**config.mk**
```make
export PLATFORM = sky130hd
export DESIGN_NAME = ru_scheduler
export DESIGN_NICKNAME = d
export VERILOG_FILES = /design/src/rtl/ru_scheduler.sv
export SDC_FILE = /design/constraint.sdc
export NUM_CORES = 1
export LEC_CHECK = 0
export CORE_MARGIN = 1
export CORE_UTILIZATION = 52
export CTS_BUF_LIST = sky130_fd_sc_hd__clkbuf_16
export CTS_CLUSTER_SIZE = 10
export DETAILED_ROUTE_END_ITERATION = 7
export DONT_BUFFER_PORTS = 1
export PLACE_DENSITY = 0.67
export SETUP_SLACK_MARGIN = 0.2
export SYNTH_ARGS = -nofsm -noshare
export SYNTH_HDL_FRONTEND = slang
export SYNTH_SLANG_ARGS = --single-unit
```
**constraint.sdc**
```tcl
create_clock -name clk -period 2 [get_ports clk]
set_input_delay 0.1 -clock clk [delete_from_list [all_inputs] [get_ports clk]]
set_output_delay 0.1 -clock clk [all_outputs]
set_load 0.01 [all_outputs]
```
**src/rtl/ru_scheduler.sv**
```systemverilog
// Recompute-unit scheduler: captures BIST fault reports, replays them to a buffer, then dispatches one RU per fault.
// Latency: N capture cycles after start, RUs run until all report done, then a single-cycle done pulse.
// Backpressure: fault_ready low outside IDLE or when the table is full. Optional macro RU_SCHED_DEDUP_EN drops duplicate reports.
module ru_scheduler #(
    parameter int ROWS   = 4,
    parameter int COLS   = 4,
    parameter int NUM_RU = 4,
    localparam int RW = (ROWS > 1) ? $clog2(ROWS) : 1,
    localparam int CW = (COLS > 1) ? $clog2(COLS) : 1,
    localparam int NW = $clog2(NUM_RU + 1)
) (
    input  logic                         clk,
    input  logic                         rst_n,
    input  logic                         fault_valid,
    input  logic [RW-1:0]                fault_row,
    input  logic [CW-1:0]                fault_col,
    output logic                         fault_ready,
    input  logic                         start,
    output logic                         busy,
    output logic                         done,
    output logic                         buf_we,
    output logic [RW-1:0]                buf_row,
    output logic [CW-1:0]                buf_col,
    output logic [NUM_RU-1:0]            ru_en,
    output logic [NUM_RU-1:0][RW-1:0]    ru_row,
    output logic [NUM_RU-1:0][CW-1:0]    ru_col,
    input  logic [NUM_RU-1:0]            ru_done,
    output logic [NW-1:0]                num_faults,
    output logic                         overflow
);

    localparam int SW = (NUM_RU > 1) ? $clog2(NUM_RU) : 1;
    localparam logic [NW-1:0] FULL = NW'(NUM_RU);

    typedef enum logic [1:0] {IDLE, CAPTURE, COMPUTE, DONE} state_t;

    state_t                      state_q, state_d;
    logic [NUM_RU-1:0][RW-1:0]   row_q, row_d;
    logic [NUM_RU-1:0][CW-1:0]   col_q, col_d;
    logic [NW-1:0]               num_q, num_d;
    logic                        ovf_q, ovf_d;
    logic [SW-1:0]               cap_q, cap_d;
    logic [NUM_RU-1:0]           lat_q, lat_d;
    logic [NUM_RU-1:0]           en_mask;
    logic                        store;
`ifdef RU_SCHED_DEDUP_EN
    logic                        dup;
`endif

    always_comb begin
        en_mask = '0;
        for (int k = 0; k < NUM_RU; k++) begin
            en_mask[k] = (NW'(k) < num_q);
        end
    end

`ifdef RU_SCHED_DEDUP_EN
    always_comb begin
        dup = 1'b0;
        for (int k = 0; k < NUM_RU; k++) begin
            if (en_mask[k] && row_q[k] == fault_row && col_q[k] == fault_col) begin
                dup = 1'b1;
            end
        end
    end
`endif

    always_comb begin
        state_d     = state_q;
        row_d       = row_q;
        col_d       = col_q;
        num_d       = num_q;
        ovf_d       = ovf_q;
        cap_d       = cap_q;
        lat_d       = lat_q;
        store       = 1'b0;
        fault_ready = 1'b0;
        busy        = 1'b0;
        done        = 1'b0;
        buf_we      = 1'b0;
        buf_row     = row_q[cap_q];
        buf_col     = col_q[cap_q];
        ru_en       = '0;
        case (state_q)
            IDLE: begin
                fault_ready = (num_q < FULL);
                if (fault_valid) begin
`ifdef RU_SCHED_DEDUP_EN
                    if (dup) begin
                        store = 1'b0;
                    end else
`endif
                    if (fault_ready) begin
                        store                    = 1'b1;
                        row_d[num_q[SW-1:0]]     = fault_row;
                        col_d[num_q[SW-1:0]]     = fault_col;
                        num_d                    = num_q + NW'(1);
                    end else begin
                        ovf_d = 1'b1;
                    end
                end
                // A report arriving with start joins this pass, so the empty check includes it.
                if (start) begin
                    cap_d   = '0;
                    state_d = (num_q != '0 || store) ? CAPTURE : DONE;
                end
            end
            CAPTURE: begin
                busy   = 1'b1;
                buf_we = 1'b1;
                if ((NW'(cap_q) + NW'(1)) == num_q) begin
                    cap_d   = '0;
                    state_d = COMPUTE;
                end else begin
                    cap_d = cap_q + 1'b1;
                end
            end
            COMPUTE: begin
                busy  = 1'b1;
                ru_en = en_mask & ~lat_q;
                lat_d = lat_q | (ru_done & ru_en);
                if (&(lat_q | ~en_mask)) begin
                    state_d = DONE;
                end
            end
            DONE: begin
                busy    = 1'b1;
                done    = 1'b1;
                lat_d   = '0;
                state_d = IDLE;
            end
            default: state_d = IDLE;
        endcase
    end

    always_ff @(posedge clk or negedge rst_n) begin
        if (!rst_n) begin
            state_q <= IDLE;
            row_q   <= '0;
            col_q   <= '0;
            num_q   <= '0;
            ovf_q   <= 1'b0;
            cap_q   <= '0;
            lat_q   <= '0;
        end else begin
            state_q <= state_d;
            row_q   <= row_d;
            col_q   <= col_d;
            num_q   <= num_d;
            ovf_q   <= ovf_d;
            cap_q   <= cap_d;
            lat_q   <= lat_d;
        end
    end

    assign num_faults = num_q;
    assign overflow   = ovf_q;
    assign ru_row     = row_q;
    assign ru_col     = col_q;

endmodule

```
==> out/metrics.cfg, run 1 <==
[global_routing]
grt_max_degree = 29
grt_pass1_wl_mm = 4.75
antenna_found_initial = 0
grt_overflow = 0
grt_pass1_vias = 953
track_usage = 0.199

[clock_tree]
clk-insertion-delay-late_ns = 0.26
cts.sinks = 28
cts_root_buf = clkbuf_16
clockBufferDepth = 2
clkTransAtPathRegs_ns = 0.07
cts_made_buffers = 3
cts_tree = yes
htree_levels = 1

[sta]
fmax_ghz = 0.583
slew_violations = 0
finalClockSkew_ns = 0.00250
worst_pin_slew_ns = 0.462
hold_viol = 0
grt_setup_unrepaired = no
fin_ws_ns = 0.284
min_period_ns = 1.72
maxSlewHeadroom = 0.691
setup_viol = 0
min_period_over_period = 0.858
totalNegativeSetupSlack_ns = 0

[critical_path]
cp_slowest_stage_delay_ns = 0.47
worstPathArrival_ns = 1.86
cp-startpoint = num_faults[2]$_DFFE_PN0P_
path_cells = buf_4 > xor2_1 > o31a_1 > buf_4 > o32a_2
crit_path_end_kind = flip-flop
critPathKind = reg2reg
startpoint_type = flip-flop
cp_slowest_cell = dfrtp_2
crit_fanout = 7
crit_path_frequent_cell = buf_4
reg2reg_from = num_faults[2]$_DFFE_PN0P_
worst-endpoint-required_ns = 2.15

[synthesis]
seq_area_frac_synth = 0.461
syn-num-nets = 141
syn_area_mm2 = 0.00152
synthCells = 119
synth_ff_type = dfrtp_1
synth_edf_count = 0
async_flop_share = 1.00
syn_area_per_cell_um2 = 12.8
yosys_warnings = 0
yosysUniqueCellTypes = 33
synth_seq_cells = 28

[placed_design]
gp_congestion = 0.779
place_area_mm2 = 0.00156
port_buffers = 0
dp_slack_ns = 0.126
hpwl_mm = 2.11

[final_layout]
final_cell_mix = 27 x dfrtp_1, 12 x mux2_2, 10 x nor2_1, 10 x dlygate4sd3_1
drive_above_1_share = 0.302
final_common_cell = dfrtp_1
diodes = 0
areaGrowthSynthToFinish_pct = 20.6
final_nets = 162
final_area_mm2 = 0.00183

[floorplan]
die_w_um = 56.1
rows = 19
core_mm2 = 0.00276
initial_core_util = 0.551
fp.dieH_um = 56.1
dieArea_mm2 = 0.00314
ios = 44

[run_status]
outcome = finished, final reports clean

[route]
first_pass_iters = 4
ant_nets = 0
dr.first_iter.drc_count = 24
avgViaCountPerCell = 5.88
drt_wl_total_mm = 3.04
vias = 1000
wl_per_cell_um = 17.9
drc = 0

[pwr]
peakVddDrop_v = 0.00106
switching_share = 0.310
clkPwrFrac = 0.290
p_int_w = 0.00140
powerDensity_mw_per_mm2 = 1110
p_leak_nw = 0.941
p_seq_frac = 0.351
power_frac_comb = 0.359
power_switching_w = 0.000632

[worst_hold_path]
min-delay-start = start
min-delay-path-class = in2reg

[flow_run]
max_cap_viol_count = 0

[cells in the mapped netlist, types with 3 or more instances]
cell | n | area share
o21ai_0 | 4 | 0.013
dfrtp_1 | 28 | 0.46
a21oi_1 | 5 | 0.016
nor2_1 | 10 | 0.025
mux2_2 | 12 | 0.089
inv_1 | 7 | 0.017
mux2_4 | 4 | 0.040
nand2_4 | 4 | 0.030
mux4_1 | 4 | 0.069
nand2_1 | 3 | 0.0074
ha_1 | 10 | 0.082
[state kept, by name (all words and copies together), names as in the netlist]
signal,cells
cap_q,2
lat_q,4
num_faults,3
overflow,1
ru_col,8
ru_row,8
state_q,2
[worst max-delay path: cells and delay by family, from the launching register on]
family / cells / cell delay (ns)
XOR/XNOR: 1 / 0.16
flip-flops: 1 / 0.47
AO/OA/AOI/OAI: 2 / 0.64
buffers and inverters: 2 / 0.33
[power by group through the flow]
stage | Clock, W | Combinational, W | Sequential [W]
after detailed placement | 0 | 0.000617 | 0.000717
after floorplan | 0 | 0.000506 | 0.000709
final | 0.000591 | 0.000732 | 0.000715
after CTS | 0.000598 | 0.000656 | 0.000705
after global routing | 0.000616 | 0.000806 | 0.000725
after global placement | 0 | 0.000605 | 0.000711
[path summary, 6_finish.rpt]
check / cells after the start / end / slack, ns
max: 5 / state_q[0]$_DFFE_PN0P_ / 0.28
min: 3 / cap_q[0]$_DFFE_PN0P_ / 0.06
max reg2reg: 5 / state_q[0]$_DFFE_PN0P_ / 0.28
min reg2reg: 2 / lat_q[0]$_DFFE_PN0P_ / 0.50
max in group asynchronous: 2 / num_faults[2]$_DFFE_PN0P_ / 1.54
min in group asynchronous: 2 / ru_col[2]$_DFFE_PN0P_ / 0.30
[per-layer routing]
metal / global-route usage / share of wire
met5: 0 / 0
met4: 0.0523 / 0.0043
met3: 0.0535 / 0.051
met2: 0.315 / 0.48
met1: 0.274 / 0.46
[logic make-up (layout without fill, tap and decap cells)]
family | count (synthesis) | in the layout | share of synthesized area
mux | 21 | 21 | 0.204
simple gates | 28 | 28 | 0.113
flops | 28 | 28 | 0.461
buf+inv | 11 | 31 | 0.0403
xor+xnor | 4 | 4 | 0.0230
compound gates | 17 | 17 | 0.0765
fa+ha+maj | 10 | 10 | 0.0823
[stage by stage]
step | instances | utilization | power (W) | hold slack [ns]
finish | 170 | 0.665 | 0.00204 | 0.0590
global route | 170 | 0.665 | 0.00215 | 0.0704
CTS | 166 | 0.648 | 0.00196 | 0.0627
detailed placement | 151 | 0.566 | 0.00133 | -0.195
global placement | 151 | 0.566 | 0.00132 | -0.195
floorplan | 119 | - | 0.00122 | -0.196
[timing repair]
| item | CTS | global route |
|---|---|---|
| resized for setup | 1 | 3 |
| gates cloned | 0 | 0 |
| pin swaps | 0 | 2 |
| setup buffers | 0 | 4 |
| hold buffers | 11 | 0 |
| setup endpoints to repair | 16 | 17 |
| endpoints found under the hold margin | 49 | 0 |
[final cells by class]
class	count	area, um2
Tap cell	31	38.8
Sequential cell	28	702
Inverter	7	26.3
Timing Repair Buffer	20	188
Clock buffer	3	75.1
Multi-Input combinational cell	80	773
Fill cell	200	925
Clock inverter	1	30.0
Note: power is estimated with default switching activity, not from simulation.
==> run 2: changes to the inputs <==
- PLACE_DENSITY: 0.67 -> 0.77
==> out/metrics.cfg, run 2 (synthesis gave the netlist of run 1 again) <==
[floorplan]
ios = 44  ; unchanged
die_w_um = 56.1  ; unchanged
rows = 19  ; unchanged
core_mm2 = 0.00276  ; unchanged
fp.dieH_um = 56.1  ; unchanged
dieArea_mm2 = 0.00314  ; unchanged
initial_core_util = 0.551  ; unchanged

[worst_hold_path]
min-delay-path-class = in2reg

[final_layout]
diodes = 0  ; unchanged
fill_cells = 207  ; +3.5%
multiInputGateArea_um2 = 773  ; unchanged
areaGrowthSynthToFinish_pct = 15.3
seq_area_um2 = 701  ; -0.18%
final_nets = 156  ; -3.7%
final_common_cell = dfrtp_1
final_cell_mix = 28 x dfrtp_1, 12 x mux2_2, 10 x nor2_1, 9 x ha_1
drive_above_1_share = 0.278  ; -0.0240

[global_routing]
grt_pass1_vias = 1038  ; +8.9%
grt_max_degree = 29  ; unchanged
track_usage = 0.202  ; +0.00268
antenna_found_initial = 0  ; unchanged
grt_overflow = 0  ; unchanged
grt_pass1_wl_mm = 4.96  ; +4.5%

[placed_design]
gp_congestion = 0.787  ; +1.1%
hpwl_mm = 2.17  ; +2.8%
port_buffers = 0  ; unchanged

[pwr]
power_frac_comb = 0.378  ; +0.019
peakVddDrop_v = 0.00125  ; +17%
power_w = 0.00185  ; -9.0%
power_switching_w = 0.000606  ; -4.1%
clkPwrFrac = 0.239  ; -0.051
powerDensity_mw_per_mm2 = 1060  ; -4.8%
p_seq_frac = 0.383  ; +0.032
p_int_w = 0.00125  ; -11%
p_leak_nw = 0.902  ; -4.1%
switching_share = 0.327  ; +0.0166

[clock_tree]
clockBufferDepth = 2  ; unchanged
cts.sinks = 28  ; unchanged
cts_root_buf = clkbuf_16
clkTransAtPathRegs_ns = 0.07  ; about the same
cts_tree = yes
clk-insertion-delay-late_ns = 0.26  ; about the same
cts_made_buffers = 3  ; unchanged
htree_levels = 1  ; unchanged

[critical_path]
crit_path_end_kind = flip-flop
cp_slowest_stage_delay_ns = 0.55  ; +0.08 ns
startpoint_type = flip-flop
path_cells = xor2_1 > o31a_1 > a211oi_2 > mux2i_1
critPathKind = reg2reg
crit_family = compound AO/OA/AOI/OAI gates
cp_num_buf_inv = 0  ; -2
worst-endpoint-required_ns = 2.18  ; +0.03 ns
cp_slowest_cell = dfrtp_1
crit_fanout = 10  ; +3
worstPathArrival_ns = 1.93  ; +0.07 ns

[sta]
finalClockSkew_ns = 0.00434  ; +0.00184 ns
fmax_ghz = 0.572  ; -1.8%
setup_viol = 0  ; unchanged
worst_hold_slack_ns = -0.00116  ; -0.0601 ns
grt_setup_unrepaired = yes
worst_pin_slew_ns = 0.472  ; +0.00977 ns
slew_violations = 0  ; unchanged
min_period_ns = 1.75  ; +0.0323 ns
hold_viol = 1  ; +1
min_period_over_period = 0.874  ; +0.0162
totalNegativeSetupSlack_ns = 0  ; unchanged
maxSlewHeadroom = 0.686  ; -0.00585

[route]
first_pass_iters = 4  ; unchanged
drt_wl_total_mm = 3.00  ; -1.3%
ant_nets = 0  ; unchanged
dr.first_iter.drc_count = 51  ; +110%
wl_per_cell_um = 18.3  ; +2.3%
drc = 0  ; unchanged
vias = 983  ; -1.7%
avgViaCountPerCell = 5.99  ; +1.9%

[flow_run]
max_cap_viol_count = 0  ; unchanged

[run_status]
outcome = finished with violations
failed_checks = negative hold slack

==> run 2: final timing paths <==
path                                           start                      to  slack [ns]  depth (start not counted)
max in group asynchronous                      rst_n   ru_col[1]$_DFFE_PN0P_        1.57                          2
setup / recovery           num_faults[2]$_DFFE_PN0P_  state_q[1]$_DFFE_PN0P_        0.25                          4
hold reg to reg                 lat_q[0]$_DFFE_PN0P_    lat_q[0]$_DFFE_PN0P_        0.50                          2
hold / removal                            ru_done[1]    lat_q[1]$_DFFE_PN0P_      -0.001                          2
setup reg to reg           num_faults[2]$_DFFE_PN0P_  state_q[1]$_DFFE_PN0P_        0.25                          4
min in group asynchronous                      rst_n    cap_q[0]$_DFFE_PN0P_        0.27                          2
==> run 2: what timing repair did <==
item / in CTS / in global routing
setup endpoints to repair: 16 / 18
hold buffers: 8 / 0
resized for setup: 1 / 2
pin swaps: 0 / 2
setup buffers: 0 / 2
hold endpoints to repair: 46 / 0
cloned: 0 / 0
==> run 2: per-layer routing <==
metal | share of wire | GRT usage
met4 | 0 | 0.0174
met2 | 0.52 | 0.347
met1 | 0.42 | 0.263
met5 | 0 | 0
met3 | 0.055 | 0.0605
==> run 2: power by group through the flow <==
stage / registers [W] / clock network [W] / logic (W)
after floorplan: 0.000709 / 0 / 0.000506
after global placement: 0.000710 / 0 / 0.000599
after detailed placement: 0.000717 / 0 / 0.000616
after CTS: 0.000706 / 0.000453 / 0.000651
after global routing: 0.000721 / 0.000479 / 0.000781
final: 0.000710 / 0.000443 / 0.000701
==> run 2: per-stage QoR <==
step | cell area (um2) | worst slack (ns) | util | std cells | hold slack [ns]
after floorplan | 1520 | 0.271 | - | 119 | -0.196
after global placement | 1550 | 0.210 | 0.564 | 150 | -0.195
after detailed placement | 1550 | 0.108 | 0.564 | 150 | -0.195
after CTS | 1720 | 0.214 | 0.625 | 162 | 0.000341
after global routing | 1750 | 0.152 | 0.636 | 164 | 0.000687
final | 1750 | 0.251 | 0.636 | 164 | -0.00116
==> run 2: worst register-to-register path, delay by kind of cell, from the launching register on <==
kind	cells	cell delay, ns
multiplexers	1	0.22
AO/OA/AOI/OAI	2	0.66
flip-flops	1	0.55
XOR/XNOR	1	0.24
==> run 2: cell type report <==
class,instances,share of cell area
multi-input cells,80,0.441
flip-flops and latches,28,0.400
repair buffers,14,0.0771
clock buffers,3,0.0428
well taps,31,0.0221
inverters,7,0.0150
clock inverters,1,0.00214
==> run 3: changes to the inputs <==
- CELL_PAD_IN_SITES_DETAIL_PLACEMENT: default -> 1
- CELL_PAD_IN_SITES_GLOBAL_PLACEMENT: default -> 2
- CORE_UTILIZATION: 52 -> 40
- PLACE_DENSITY: 0.77 -> 0.87
==> out/metrics.cfg, run 3 (synthesis gave the netlist of run 1 again) <==
[final_layout]
drive_above_1_share = 0.286  ; +0.00752
areaGrowthSynthToFinish_pct = 18.4
final_common_cell = dfrtp_1
final_nets = 156  ; unchanged
final_cell_mix = 28 x dfrtp_1, 12 x mux2_2, 10 x nor2_1, 9 x ha_1
diodes = 0  ; unchanged
fin_util = 0.492  ; -0.144

[route]
avgViaCountPerCell = 5.39  ; -10%
vias = 976  ; -0.71%
first_pass_iters = 5  ; +1
wl_per_cell_um = 20.4  ; +12%
dr.first_iter.drc_count = 21  ; -59%
drt_wl_total_mm = 3.69  ; +23%
drc = 0  ; unchanged
ant_nets = 0  ; unchanged

[global_routing]
track_usage = 0.195  ; -0.00717
antenna_found_initial = 0  ; unchanged
grt_overflow = 0  ; unchanged
grt_pass1_vias = 1062  ; +2.3%
grt_pass1_wl_mm = 5.93  ; +19%
grt_max_degree = 29  ; unchanged

[sta]
min_period_over_period = 0.855  ; -0.0188
setup_viol = 0  ; unchanged
maxSlewHeadroom = 0.719  ; +0.0331
hold_viol = 0  ; -1
min_period_ns = 1.71  ; -0.0377 ns
worst_pin_slew_ns = 0.422  ; -0.0496 ns
slew_violations = 0  ; unchanged
grt_setup_unrepaired = no
finalClockSkew_ns = 0.00269  ; -0.00165 ns
worst_hold_slack_ns = 0.00287  ; +0.00403 ns
fin_ws_ns = 0.289  ; +0.0377 ns
totalNegativeSetupSlack_ns = 0  ; unchanged
fmax_ghz = 0.584  ; +2.2%

[worst_hold_path]
whs_endpoint = lat_q[0]$_DFFE_PN0P_
min-delay-path-class = in2reg
holdPathStages = 2  ; unchanged
min-delay-start = ru_done[0]

[critical_path]
r2r_end = state_q[1]$_DFFE_PN0P_
critPathKind = reg2reg
startpoint_type = flip-flop
worst-endpoint-required_ns = 2.19  ; about the same
crit_fanout = 4  ; -6
r2r_cells = 5  ; +1
reg2reg_from = cap_q[0]$_DFFE_PN0P_
crit_path_end_kind = flip-flop
reg2reg_slack_ns = 0.29  ; +0.04 ns
worstPathArrival_ns = 1.90  ; -0.03 ns

[clock_tree]
cts.sinks = 28  ; unchanged
clkTransAtPathRegs_ns = 0.07  ; about the same
postCtsSetupBuffers = 0  ; unchanged
cts_made_buffers = 3  ; unchanged
clockBufferDepth = 2  ; unchanged
cts_tree = yes
cts_root_buf = clkbuf_16
clk-insertion-delay-late_ns = 0.26  ; about the same
htree_levels = 1  ; unchanged

[floorplan]
dieArea_mm2 = 0.00405  ; +29%
rows = 22  ; +3
core_mm2 = 0.00366  ; +33%
initial_core_util = 0.415  ; -0.136
fp.dieH_um = 63.7  ; +14%
ios = 44  ; unchanged
die_w_um = 63.7  ; +14%

[pwr]
powerDensity_mw_per_mm2 = 1120  ; +5.8%
p_leak_nw = 0.914  ; +1.3%
peakVddDrop_v = 0.000528  ; -58%

[placed_design]
hpwl_mm = 2.61  ; +20%
port_buffers = 0  ; unchanged
gp_congestion = 0.789  ; +0.18%
dp_slack_ns = 0.0790  ; -0.0291 ns

[flow_run]
max_cap_viol_count = 0  ; unchanged

[run_status]
outcome = finished, final reports clean

run 3: changes by cell type in the layout (fill, tap and decap cells not counted), sizes merged:
cell    delta
clkinv     -1
bufinv     +1
run 3: timing repair:
item / 4_1_cts / 5_1_grt
hold buffers: 7 / 1
gates resized for setup: 1 / 3
endpoints found under the hold margin: 44 / 1
endpoints found under the setup margin: 16 / 16
pin swaps: 0 / 2
run 3: cell type report:
type,instances,area (um2)
Clock inverter,1,30.0
Clock buffer,3,75.1
Inverter,7,26.3
Tap cell,48,60.1
Sequential cell,28,701
Multi-Input combinational cell,80,773
Timing Repair Buffer,14,135
Fill cell,381,1860
run 3: how the worst max path moves through the flow:
stage	start	endpoint	slack, ns	depth (start not counted)
global placement	state_q[0]$_DFFE_PN0P_	ru_row[7]$_DFFE_PN0P_	0.20	6
floorplan	state_q[0]$_DFFE_PN0P_	ru_col[0]$_DFFE_PN0P_	0.27	8
global route	state_q[0]$_DFFE_PN0P_	state_q[0]$_DFFE_PN0P_	0.21	6
CTS	cap_q[0]$_DFFE_PN0P_	state_q[1]$_DFFE_PN0P_	0.21	5
detailed placement	state_q[1]$_DFFE_PN0P_	ru_row[6]$_DFFE_PN0P_	0.08	6
finish	cap_q[0]$_DFFE_PN0P_	state_q[1]$_DFFE_PN0P_	0.29	5
run 3: worst max-delay path: stages (launching register included):
cell and delay [ns]:
dfrtp_1 0.41, ha_4 0.25, xor2_1 0.16, o31a_1 0.32, a211oi_2 0.28, mux2i_1 0.21
run 3: routing by layer:
metal,up-vias,track usage,wire length [um],share of wire
li1,447,-,-,-
met1,501,0.249,1630,0.44
met2,22,0.334,1870,0.51
met3,6,0.0417,140,0.038
met4,0,0.0455,52,0.014
met5,-,0,0,0
run 3: through the flow:
stage / area, um2 / std cells / power [W]
after CTS: 1780 / 180 / 0.00201
after global routing: 1800 / 181 / 0.00212
after detailed placement: 1590 / 169 / 0.00138
after floorplan: 1520 / 119 / 0.00122
after global placement: 1590 / 169 / 0.00134
final: 1800 / 181 / 0.00201
run 3: power breakdown:
part	internal (W)	switching, W
combinational	0.000320	0.000389
clock	0.000399	0.000192
sequential	0.000645	0.0000698
